**config.mk**
```make
export PLATFORM = sky130hd
export DESIGN_NAME = mouse_paint_writer
export DESIGN_NICKNAME = d
export VERILOG_FILES = /design/src/rtl/mouse_paint_writer.sv
export SDC_FILE = /design/constraint.sdc
export NUM_CORES = 1
export LEC_CHECK = 0
export ABC_AREA = 1
export CAP_MARGIN = 40
export CORE_ASPECT_RATIO = 1.1
export CORE_UTILIZATION = 30
export CTS_BUF_LIST = sky130_fd_sc_hd__clkbuf_8
export DETAILED_ROUTE_END_ITERATION = 16
export GPL_ROUTABILITY_DRIVEN = 0
export GPL_TIMING_DRIVEN = 0
export SYNTH_ARGS = -nofsm -noshare
export SYNTH_HDL_FRONTEND = slang
export SYNTH_SLANG_ARGS = --single-unit
```
**constraint.sdc**
```tcl
create_clock -name clk -period 3.87 [get_ports clk]
set_clock_uncertainty 0.15 [all_clocks]
set_input_delay 0.387 -clock clk [delete_from_list [all_inputs] [get_ports clk]]
set_output_delay 0.387 -clock clk [all_outputs]
set_load 0.005 [all_outputs]
```
**src/rtl/mouse_paint_writer.sv**
```systemverilog
// mouse_paint_writer: turns decoded PS/2 mouse packets into 64x64 framebuffer paint/erase writes
module mouse_paint_writer #(
  parameter int ADDR_W      = 12,
  parameter int DATA_W      = 12,
  parameter int COORD_W     = 6,
  parameter int SPEED_SHIFT = 0
) (
  input  logic                clk,
  input  logic                rst,
  input  logic                mouse_data_valid,
  input  logic [8:0]          mouse_dx,
  input  logic [8:0]          mouse_dy,
  input  logic [2:0]          mouse_btn,
  input  logic                clear_req,
  output logic                wr0,
  output logic [ADDR_W-1:0]   address,
  output logic [DATA_W-1:0]   wdata,
  output logic                busy,
  output logic [COORD_W-1:0]  cursor_x,
  output logic [COORD_W-1:0]  cursor_y,
  output logic                overflow
);
  typedef enum logic [1:0] {CLEAR, IDLE, UPDATE, WRITE} state_t;
  localparam logic signed [10:0] MAXC = 11'((1 << COORD_W) - 1);
  localparam logic [DATA_W-1:0] PALETTE [8] = '{12'hFFF, 12'hF00, 12'h0F0, 12'h00F,
                                               12'hFF0, 12'h0FF, 12'hF0F, 12'hF80};
  state_t state;
  logic [ADDR_W-1:0] clr_cnt;
  logic [8:0] dx_q, dy_q;
  logic [2:0] btn_q, idx, nidx;
  logic prev_middle;
  logic signed [10:0] dx_e, dy_e, x_sum, y_sum;
  logic [COORD_W-1:0] nx, ny;
  always_comb begin
    dx_e  = {{2{dx_q[8]}}, dx_q};
    dy_e  = {{2{dy_q[8]}}, dy_q};
    x_sum = $signed({{(11-COORD_W){1'b0}}, cursor_x}) + (dx_e >>> SPEED_SHIFT);
    y_sum = $signed({{(11-COORD_W){1'b0}}, cursor_y}) - (dy_e >>> SPEED_SHIFT);
    nx    = x_sum[10] ? '0 : x_sum > MAXC ? '1 : x_sum[COORD_W-1:0];
    ny    = y_sum[10] ? '0 : y_sum > MAXC ? '1 : y_sum[COORD_W-1:0];
    nidx  = idx + 3'(btn_q[2] & ~prev_middle);
  end
  always_ff @(posedge clk or posedge rst) begin
    if (rst) begin
      state       <= CLEAR;
      clr_cnt     <= '0;
      wr0         <= 1'b0;
      address     <= '0;
      wdata       <= '0;
      busy        <= 1'b1;
      cursor_x    <= COORD_W'(32);
      cursor_y    <= COORD_W'(32);
      idx         <= '0;
      prev_middle <= 1'b0;
      overflow    <= 1'b0;
      dx_q        <= '0;
      dy_q        <= '0;
      btn_q       <= '0;
    end else begin
      if (mouse_data_valid && busy) overflow <= 1'b1;
      case (state)
        CLEAR: begin
          // leave only once the final word has been presented for a full cycle
          if (wr0 && &address) begin
            state <= IDLE;
            busy  <= 1'b0;
            wr0   <= 1'b0;
          end else begin
            wr0     <= 1'b1;
            address <= clr_cnt;
            wdata   <= '0;
            clr_cnt <= clr_cnt + 1'b1;
          end
        end
        IDLE: begin
          if (mouse_data_valid) begin
            dx_q  <= mouse_dx;
            dy_q  <= mouse_dy;
            btn_q <= mouse_btn;
            state <= UPDATE;
            busy  <= 1'b1;
          end else if (clear_req) begin
            clr_cnt  <= '0;
            overflow <= 1'b0;
            state    <= CLEAR;
            busy     <= 1'b1;
          end
        end
        UPDATE: begin
          cursor_x    <= nx;
          cursor_y    <= ny;
          idx         <= nidx;
          prev_middle <= btn_q[2];
          wr0         <= btn_q[1] | btn_q[0];
          if (btn_q[1] | btn_q[0]) begin
            address <= {ny, nx};
            wdata   <= btn_q[1] ? '0 : PALETTE[nidx];
          end
          state <= WRITE;
        end
        default: begin
          wr0   <= 1'b0;
          state <= IDLE;
          busy  <= 1'b0;
        end
      endcase
    end
  end
endmodule

```
==> results of run 1 <==
## cells by family after synthesis
| logic type | share of synthesized area |
|---|---|
| DFF | 0.427 |
| and+or+nand+nor | 0.270 |
| AOI/OAI and AO/OA | 0.120 |
| adders and majority gates | 0.0768 |
| buffers and inverters | 0.0844 |
| xor gates and xnor gates | 0.0213 |
## cells in the mapped netlist, drive strengths merged
master,instances,share of area
a21oi,35,0.051
xnor2,5,0.011
clkbuf,7,0.0064
dfrtp,67,0.41
fa,2,0.0098
buf,10,0.017
o21ai,35,0.044
o21bai,3,0.0082
inv,65,0.060
a31oi,2,0.0030
dfstp,3,0.019
nand4,7,0.011
o22ai,2,0.0030
o211ai,1,0.0018
clkinv,1,0.00091
xor2,5,0.011
ha,22,0.067
o21a,2,0.0037
nand3,24,0.032
nor4,2,0.0046
nor3b,1,0.0018
nand2,170,0.16
o31ai,3,0.0055
nor3,10,0.017
or2,3,0.0046
nor2,39,0.041
## where the power goes
part           internal (mW)  total (mW)  leakage, nW          switching, mW
Clock                  0.328       0.617        0.108                  0.289
Sequential             0.731       0.731        0.830  0.0000000000000000110
Combinational         0.0242      0.0436         1.60                 0.0194
Total                   1.08        1.39         2.54                  0.308
## worst reg2reg max path, stage by stage, from the launching register on
cell	delay, ns
dfrtp_1	0.40
inv_1	0.08
ha_1	0.15
inv_1	0.08
fa_1	0.44
nand2_1	0.11
nand2_2	0.07
nand2_1	0.09
nand2_1	0.06
nand2_1	0.07
nand2_2	0.07
nor2_1	0.15
nand2_1	0.08
o21ai_2	0.16
a21oi_1	0.08
## worst min-delay path by stage
stage          startpoint       end  slack (ns)  cells past startpoint
6_report              rst  wdata[6]        0.16                      2
5_1_grt               rst  wdata[6]        0.17                      2
4_1_cts               rst  wdata[6]        0.16                      2
3_5_place_dp     btn_q[0]  btn_q[0]        0.32                      2
3_3_place_gp     btn_q[0]  btn_q[0]        0.31                      2
2_1_floorplan    btn_q[0]  btn_q[0]        0.29                      2
## metrics by stage
stage / std cells / hold slack, ns / power [mW] / util
2_1_floorplan: 526 / 0.294 / 0.756 / -
3_3_place_gp: 773 / 0.314 / 0.786 / 0.374
3_5_place_dp: 774 / 0.322 / 0.791 / 0.377
4_1_cts: 790 / 0.160 / 1.41 / 0.392
5_1_grt: 790 / 0.174 / 1.43 / 0.392
6_report: 790 / 0.159 / 1.39 / 0.392
## metal layers
metal  wire length (um)  GRT usage
met1               4720      0.196
met2               4620      0.244
met3                402     0.0214
met4                265     0.0697
met5                  0          0
## sequential cells by signal (all words and copies together) (netlist names), 2 cells and up
register	cells
cursor_y	6
wdata	4
state	2
idx	3
btn_q	3
clr_cnt	12
dy_q	9
dx_q	9
cursor_x	6
address	12
## cell usage in the layout (no fill, tap or decap), types with 3 or more instances in the layout
master / count
a21oi_1: 26
dfrtp_1: 67
clkdlybuf4s50_1: 63
o21ai_0: 31
nor3_1: 7
xor2_1: 5
dfstp_2: 3
buf_4: 8
nor2_1: 33
o31ai_1: 3
nand3_1: 22
nand2_2: 6
nand4_1: 7
clkbuf_8: 11
ha_1: 22
nor2_2: 5
a21oi_2: 9
o21ai_1: 3
nand2_1: 164
xnor2_1: 5
inv_1: 63
clkbuf_1: 7
## area by class of cell
type                       count  area, sq um
sequential                    70         1760
multi-input combinational    373         2000
clock inverter                 5         50.0
buffer                        17         96.3
fill                        1355         8070
tap                          184          230
inverter                      66          253
timing repair buffer          64          658
clock buffer                  11          151
==> out/qor.csv, run 1 <==
stage,metric,value,unit
final_layout,syn_to_final_growth,26.6,%
worst_setup_path,crit_path_max_fanout,4,
timing,max_slew_margin,0.645,
worst_setup_path,path_depth,14,
clock_tree,cts_setup_buffers,0,
logic_synthesis,synth_cell_types,41,
timing,tightest_slew,0.532,ns
placed_design,post-place-ws,1.36,ns
worst_setup_path,slowest_stage,fa_1,
global_routing,grt_pass1_vias,3473,
route,wl,10000,um
logic_synthesis,yosysWarnings,0,
timing,drv_slew,0,
worst_setup_path,cp_top_family,simple AND/OR/NAND/NOR gates,
clock_tree,cts_root_buf,clkbuf_8,
global_routing,grt_use_total,0.150,
worst_setup_path,path_buf_inv,2,
timing,setup_viol,0,
route,vias,3558,
timing,setup_tns,0,ns
die,die_h,125,um
placed_design,io_buffers,63,
timing,fin_ws,1.52,ns
run_status,status,finished clean,
logic_synthesis,ys_ff_latch,70,
final_layout,layout-drive-gt1-share,0.102,
worst_setup_path,r2r_end,address[7],
route,remaining_drc_errors,0,
clock_tree,clock_path_buffers,2,
worst_setup_path,critPathMaxStageDelay,0.43,ns
logic_synthesis,synth_area,4110,sq um
placed_design,dp_hpwl,7870,um
final_layout,finalNetCount,650,
timing,finalCritPeriodShare,0.607,
timing,max_freq,426,MHz
global_routing,gr-total-overflow,0,
route,drt_iter0_markers,132,
die,die_x,114,um
final_layout,postLayoutCellArea,5200,sq um
die,start_util,0.310,
logic_synthesis,syn_avg_cell_area,7.81,sq um
clock_tree,cts.sinks,70,
clock_tree,hold_buffers,0,
clock_tree,insertion_delay,0.35,ns
global_routing,grt_pass1_wl,16800,um
die,die-area,14200,sq um
route,antenna_left,0,
timing,finalHoldViolations,0,
global_routing,antenna_found_initial,0,
placed_design,post_dp_cell_area,5000,sq um
worst_setup_path,crit_end,address[7],
clock_tree,path_clk_slew,0.08,ns
logic_synthesis,ys_seq_area_frac,0.427,
job,maxCapViolCount,0,
timing,timing.final.crit_period,2.35,ns
route,wl_per_cell,12.7,um
worst_setup_path,crit_arrival,2.43,ns
worst_setup_path,crit_start,cursor_y[0],
worst_setup_path,end_kind,register,
worst_setup_path,cp_data_required_time,3.95,ns
worst_setup_path,r2r-start,cursor_y[0],
clock_tree,cts_tree,built,
pwr,p_leak,2.54,nW
timing,rsz0062_at_grt,false,
worst_setup_path,r2r_slack,1.52,ns
worst_setup_path,worstPathCellList,inv_1 -> ha_1 -> inv_1 -> fa_1 -> nand2_1 -> nand2_2 -> nand2_1 -> nand2_1 -> nand2_1 -> nand2_2 -> nor2_1 -> nand2_1 -> o21ai_2 -> a21oi_1,
clock_tree,cts_resized,0,
route,firstDrtPassIters,4,
worst_setup_path,critPathLaunchType,register,
clock_tree,h-tree-depth,3,
die,core-area,13300,sq um
pwr,vdd_drop_max,162,uV
die,num_rows,44,
hold_path,min_path_type,in2async,
final_layout,diodes,0,
die,pin_count,64,
pwr,cellPowerDensity,268,nW/um^2
worst_setup_path,critPathKind,reg2reg,
worst_setup_path,cpMostUsedCell,nand2_1,
logic_synthesis,syn_nets,575,
logic_synthesis,syn_inst,526,
route,vias_per_cell,4.50,
worst_setup_path,reg2regPathDepth,14,
clock_tree,cts_buffers,9,
global_routing,grt_start_max_net_pins,59,
No activity file was read; power rests on OpenSTA's default activity.
==> run 2: changes to the inputs <==
==> constraint.sdc (replaced) <==
create_clock -name clk -period 2.4 [get_ports clk]
set_clock_uncertainty 0.15 [all_clocks]
set_input_delay 0.24 -clock clk [delete_from_list [all_inputs] [get_ports clk]]
set_output_delay 0.24 -clock clk [all_outputs]
set_load 0.005 [all_outputs]
==> out/qor.csv, run 2 (synthesis results as in run 1) <==
stage,metric,value,unit
pwr,power_frac_comb,0.031,
pwr,p_leak,2.56,nW
route,top_layer,met4,
timing,max_freq,444,MHz
global_routing,grt_start_max_net_pins,59,
global_routing,grt_pass1_vias,3473,
timing,tightest_slew,0.511,ns
global_routing,antenna_found_initial,0,
route,wl,10000,um
global_routing,grt_pass1_wl,16800,um
clock_tree,h-tree-depth,3,
timing,timing.final.crit_period,2.25,ns
clock_tree,cts.sinks,70,
pwr,p_int,1.75,mW
worst_setup_path,r2r_slack,0.15,ns
clock_tree,cts_buffers,9,
clock_tree,path_clk_slew,0.08,ns
placed_design,post-place-ws,0.0367,ns
run_status,status,finished clean,
timing,setup_viol,0,
worst_setup_path,reg2regPathDepth,14,
route,vias_per_cell,4.50,
clock_tree,insertion_delay,0.35,ns
placed_design,dp_hpwl,7870,um
pwr,cellPowerDensity,430,nW/um^2
route,vias,3562,
route,wl_per_cell,12.6,um
worst_setup_path,critPathKind,reg2reg,
final_layout,layout-drive-gt1-share,0.119,
timing,fin_ws,0.150,ns
clock_tree,hold_buffers,0,
clock_tree,clock_path_buffers,2,
worst_setup_path,crit_path_max_fanout,4,
worst_setup_path,r2r_end,address[7],
pwr,sw_frac_of_total,0.222,
pwr,p_seq_frac,0.525,
timing,rsz0062_at_grt,true,
route,met3_length,333,um
timing,finalCritPeriodShare,0.938,
route,remaining_drc_errors,0,
final_layout,reg_top3,"address: 12 flops, clr_cnt: 12 flops",
job,maxCapViolCount,0,
hold_path,min_path_type,in2async,
worst_setup_path,end_kind,register,
route,drt_iter0_markers,134,
die,pin_count,64,
final_layout,layout_commonest_cell,nand2_1,
placed_design,placedCellCount,774,
global_routing,grt_use_total,0.150,
die,die_h,125,um
final_layout,mostFrequentLayoutCells,"nand2_1 (162), dfrtp_1 (67), clkdlybuf4s50_1 (63)",
timing,drv_slew,0,
pwr,vdd_drop_max,261,uV
global_routing,gr-total-overflow,0,
pwr,p_clk_frac,0.444,
die,die_x,114,um
route,wl_met2,4660,um
die,start_util,0.310,
worst_setup_path,crit_arrival,2.34,ns
placed_design,io_buffers,63,
clock_tree,cts_tree,built,
final_layout,finalNetCount,651,
timing,max_slew_margin,0.656,
worst_setup_path,cp_data_required_time,2.49,ns
route,firstDrtPassIters,5,
final_layout,fin_cells,791,
worst_setup_path,critPathLaunchType,register,
die,num_rows,44,
clock_tree,cts_root_buf,clkbuf_8,
die,core-area,13300,sq um
timing,timing.hold.ws,0.00995,ns
worst_setup_path,r2r-start,cursor_y[0],
timing,finalHoldViolations,0,
route,drt-met1-wl,4780,um
timing,setup_tns,0,ns
final_layout,diodes,0,
die,die-area,14200,sq um
route,antenna_left,0,
final_layout,syn_to_final_growth,27.3,%
pwr,p_switching,0.499,mW
[run 2: metrics by stage]
step	power (mW)	utilization	area (sq um)
2_1_floorplan	1.22	-	4110
3_3_place_gp	1.27	0.374	4970
3_5_place_dp	1.28	0.377	5000
4_1_cts	2.27	0.392	5200
5_1_grt	2.31	0.394	5230
6_report	2.25	0.394	5230
[run 2: worst max-delay path by stage]
stage / slack, ns / start / endpoint
2_1_floorplan: 0.25 / rst / address[0]
3_3_place_gp: -1.03 / rst / dx_q[8]
3_5_place_dp: 0.04 / mouse_data_valid / dy_q[2]
4_1_cts: 0.03 / cursor_y[0] / address[7]
5_1_grt: -0.0002 / state[1] / dy_q[2]
6_report: 0.15 / cursor_y[0] / address[7]
[run 2: critical path, cell delays in order (launching register included)]
cell and delay (ns):
dfrtp_1 0.40, inv_1 0.08, ha_1 0.16, inv_2 0.06, fa_2 0.38, nand2_1 0.09
nand2_2 0.07, nand2_1 0.09, nand2_1 0.06, nand2_1 0.06, nand2_2 0.08, nor2_2 0.14
nand2_1 0.07, o21ai_2 0.16, a21oi_1 0.08
[run 2: layout make-up]
type                    instances  area, sq um
repair buffers                 65          666
clock inverters                 5         50.0
clock buffers                  11          151
plain buffers                  17         98.8
well taps                     184          230
inverters                      66          256
flip-flops and latches         70         1760
multi-input cells             373         2020
fillers                      1353         8040
[run 2: per-layer routing]
layer,GRT usage,vias to the layer above
li1,-,1831
met3,0.0214,14
met1,0.196,1643
met5,0,-
met4,0.0697,0
met2,0.244,74
[run 2: timing repair]
item	CTS	global route
buffers inserted	0	1
setup endpoints to repair	0	32
gates resized for setup	0	11
[run 2: power groups by stage]
stage | Combinational [mW] | Clock, mW | Sequential (mW)
final | 0.0703 | 0.996 | 1.18
after global placement | 0.0659 | 0 | 1.20
after global routing | 0.0782 | 1.06 | 1.18
after CTS | 0.0735 | 1.02 | 1.18
after floorplan | 0.0176 | 0 | 1.20
after detailed placement | 0.0734 | 0 | 1.20
==> run 3: changes to the inputs <==
--- a/config.mk
+++ b/config.mk
@@ -8,11 +8,13 @@
 export ABC_AREA = 1
 export CAP_MARGIN = 40
 export CORE_ASPECT_RATIO = 1.1
-export CORE_UTILIZATION = 30
+export CORE_UTILIZATION = 56
 export CTS_BUF_LIST = sky130_fd_sc_hd__clkbuf_8
 export DETAILED_ROUTE_END_ITERATION = 16
 export GPL_ROUTABILITY_DRIVEN = 0
 export GPL_TIMING_DRIVEN = 0
+export PLACE_DENSITY = 0.83
 export SYNTH_ARGS = -nofsm -noshare
 export SYNTH_HDL_FRONTEND = slang
 export SYNTH_SLANG_ARGS = --single-unit
+export TNS_END_PERCENT = 1
==> out/qor.csv, run 3 (synthesis results as in run 1) <==
stage,metric,value,unit
global_routing,grt_pass1_wl,16500,um
final_layout,layout-drive-gt1-share,0.117,
timing,timing.final.crit_period,2.27,ns
timing,finalHoldViolations,0,
clock_tree,path_clk_slew,0.08,ns
pwr,p_int,1.88,mW
hold_path,min_path_type,in2async,
clock_tree,cts_buffers,9,
timing,finalCritPeriodShare,0.945,
worst_setup_path,critPathLaunchType,register,
pwr,cellPowerDensity,462,nW/um^2
worst_setup_path,cpMostUsedCell,nand2_1,
worst_setup_path,slowest_stage,dfstp_2,
final_layout,finalNetCount,650,
worst_setup_path,crit_start,cursor_x[5],
timing,max_freq,441,MHz
route,firstDrtPassIters,8,
clock_tree,insertion_delay,0.35,ns
route,vias,3807,
route,drt_iter0_markers,257,
pwr,p_seq_frac,0.497,
final_layout,mostFrequentLayoutCells,"nand2_1 (164), dfrtp_1 (67), clkdlybuf4s50_1 (63)",
clock_tree,hold_buffers,0,
final_layout,layout_commonest_cell,nand2_1,
placed_design,dp_hpwl,7310,um
worst_setup_path,crit_arrival,2.35,ns
worst_setup_path,cp_data_required_time,2.48,ns
die,core-area,7050,sq um
worst_setup_path,end_kind,register,
clock_tree,cts_root_buf,clkbuf_8,
die,die-area,7680,sq um
worst_setup_path,critPathMaxStageDelay,0.56,ns
route,remaining_drc_errors,0,
pwr,p_leak,2.57,nW
pwr,p_clk_frac,0.473,
die,die_x,83.6,um
pwr,sw_frac_of_total,0.205,
timing,max_slew_margin,0.668,
job,maxCapViolCount,0,
clock_tree,h-tree-depth,3,
route,antenna_left,0,
global_routing,grt_start_max_net_pins,59,
die,die_h,91.8,um
final_layout,syn_to_final_growth,24.9,%
pwr,p_switching,0.486,mW
die,pin_count,64,
worst_setup_path,critPathKind,reg2reg,
final_layout,post-route-util,0.728,
final_layout,n_fill_cell,547,
global_routing,grt_use_total,0.271,
worst_setup_path,cp_top_family,simple AND/OR/NAND/NOR gates,
clock_tree,clock_path_buffers,2,
pwr,power,2.37,mW
pwr,power_frac_comb,0.029,
route,wl,9910,um
global_routing,grt_pass1_vias,3714,
worst_setup_path,path_buf_inv,0,
run_status,status,finished clean,
clock_tree,cts_tree,built,
timing,tightest_slew,0.494,ns
route,wl_per_cell,14.3,um
placed_design,io_buffers,63,
worst_setup_path,worstPathCellList,ha_1 -> a21oi_1 -> nand3_1 -> nand2_1 -> nand2_1 -> nor2_2 -> nand2_1 -> nand2_2 -> nand2_1 -> nand2_1 -> nand2_1,
final_layout,diodes,0,
clock_tree,cts.sinks,70,
timing,rsz0062_at_grt,true,
global_routing,antenna_found_initial,0,
final_layout,reg_top3,"address: 12 flops, clr_cnt: 12 flops",
worst_setup_path,r2r-start,cursor_x[5],
timing,drv_slew,0,
die,num_rows,32,
global_routing,gr-total-overflow,0,
timing,setup_viol,0,
route,vias_per_cell,5.51,
die,start_util,0.583,
worst_setup_path,crit_path_max_fanout,4,
pwr,vdd_drop_max,469,uV
[run 3: final timing paths]
kind / slack, ns / cells after the start / end
worst max-delay path: 0.13 / 11 / cursor_x[4]
worst min-delay path: 0.01 / 2 / dx_q[8]
worst max register to register: 0.13 / 11 / cursor_x[4]
worst min register to register: 0.34 / 2 / btn_q[0]
max in group asynchronous: 1.51 / 3 / busy
min in group clk: 0.28 / 3 / dx_q[5]
[run 3: final cells by class]
class | count | area (sq um) | area share
clock buffer | 12 | 165 | 0.0322
inverter | 66 | 256 | 0.0500
sequential | 70 | 1760 | 0.342
buffer | 17 | 98.8 | 0.0193
clock inverter | 4 | 68.8 | 0.0134
multi-input combinational | 373 | 2020 | 0.394
tap | 85 | 106 | 0.0207
timing repair buffer | 64 | 658 | 0.128
[run 3: worst register-to-register path, cell delays in order, from the launching register on]
cell and delay, ns:
dfstp_2 0.56, ha_1 0.29, a21oi_1 0.29, nand3_1 0.13, nand2_1 0.07, nand2_1 0.05
nor2_2 0.16, nand2_1 0.11, nand2_2 0.10, nand2_1 0.06, nand2_1 0.11, nand2_1 0.07
[run 3: power groups by stage]
stage               Sequential (mW)  Clock [mW]  Combinational (mW)
floorplan                      1.20           0              0.0176
global placement               1.20           0              0.0632
detailed placement             1.20           0              0.0707
CTS                            1.18        1.13              0.0709
global route                   1.18        1.17              0.0773
finish                         1.18        1.12              0.0690
[run 3: routing by layer]
layer | wire [um] | vias up | track usage
met3 | 526 | 20 | 0.0477
met2 | 4970 | 137 | 0.474
met5 | 0 | - | 0
met4 | 197 | 0 | 0.114
li1 | - | 1833 | -
met1 | 4220 | 1817 | 0.328
[run 3: per-stage QoR]
| stage | setup WS [ns] | TNS (ns) | hold slack [ns] | cell area (sq um) | cells |
|---|---|---|---|---|---|
| 6_report | 0.132 | 0 | 0.0124 | 5130 | 691 |
| 5_1_grt | -0.00994 | -0.0181 | 0.0384 | 5130 | 691 |
| 3_5_place_dp | 0.0261 | 0 | 0.311 | 4870 | 675 |
| 2_1_floorplan | 0.247 | 0 | 0.200 | 4110 | 526 |
| 4_1_cts | 0.0567 | 0 | 0.0104 | 5110 | 691 |
| 3_3_place_gp | -0.895 | -60.46 | 0.313 | 4840 | 674 |
[run 3: what timing repair did]
action                                  CTS  global route
endpoints found under the hold margin     0             0
gates resized for setup                   1             9
buffers inserted                          0             0
pin swaps                                 0             0
endpoints found under the setup margin    1            29
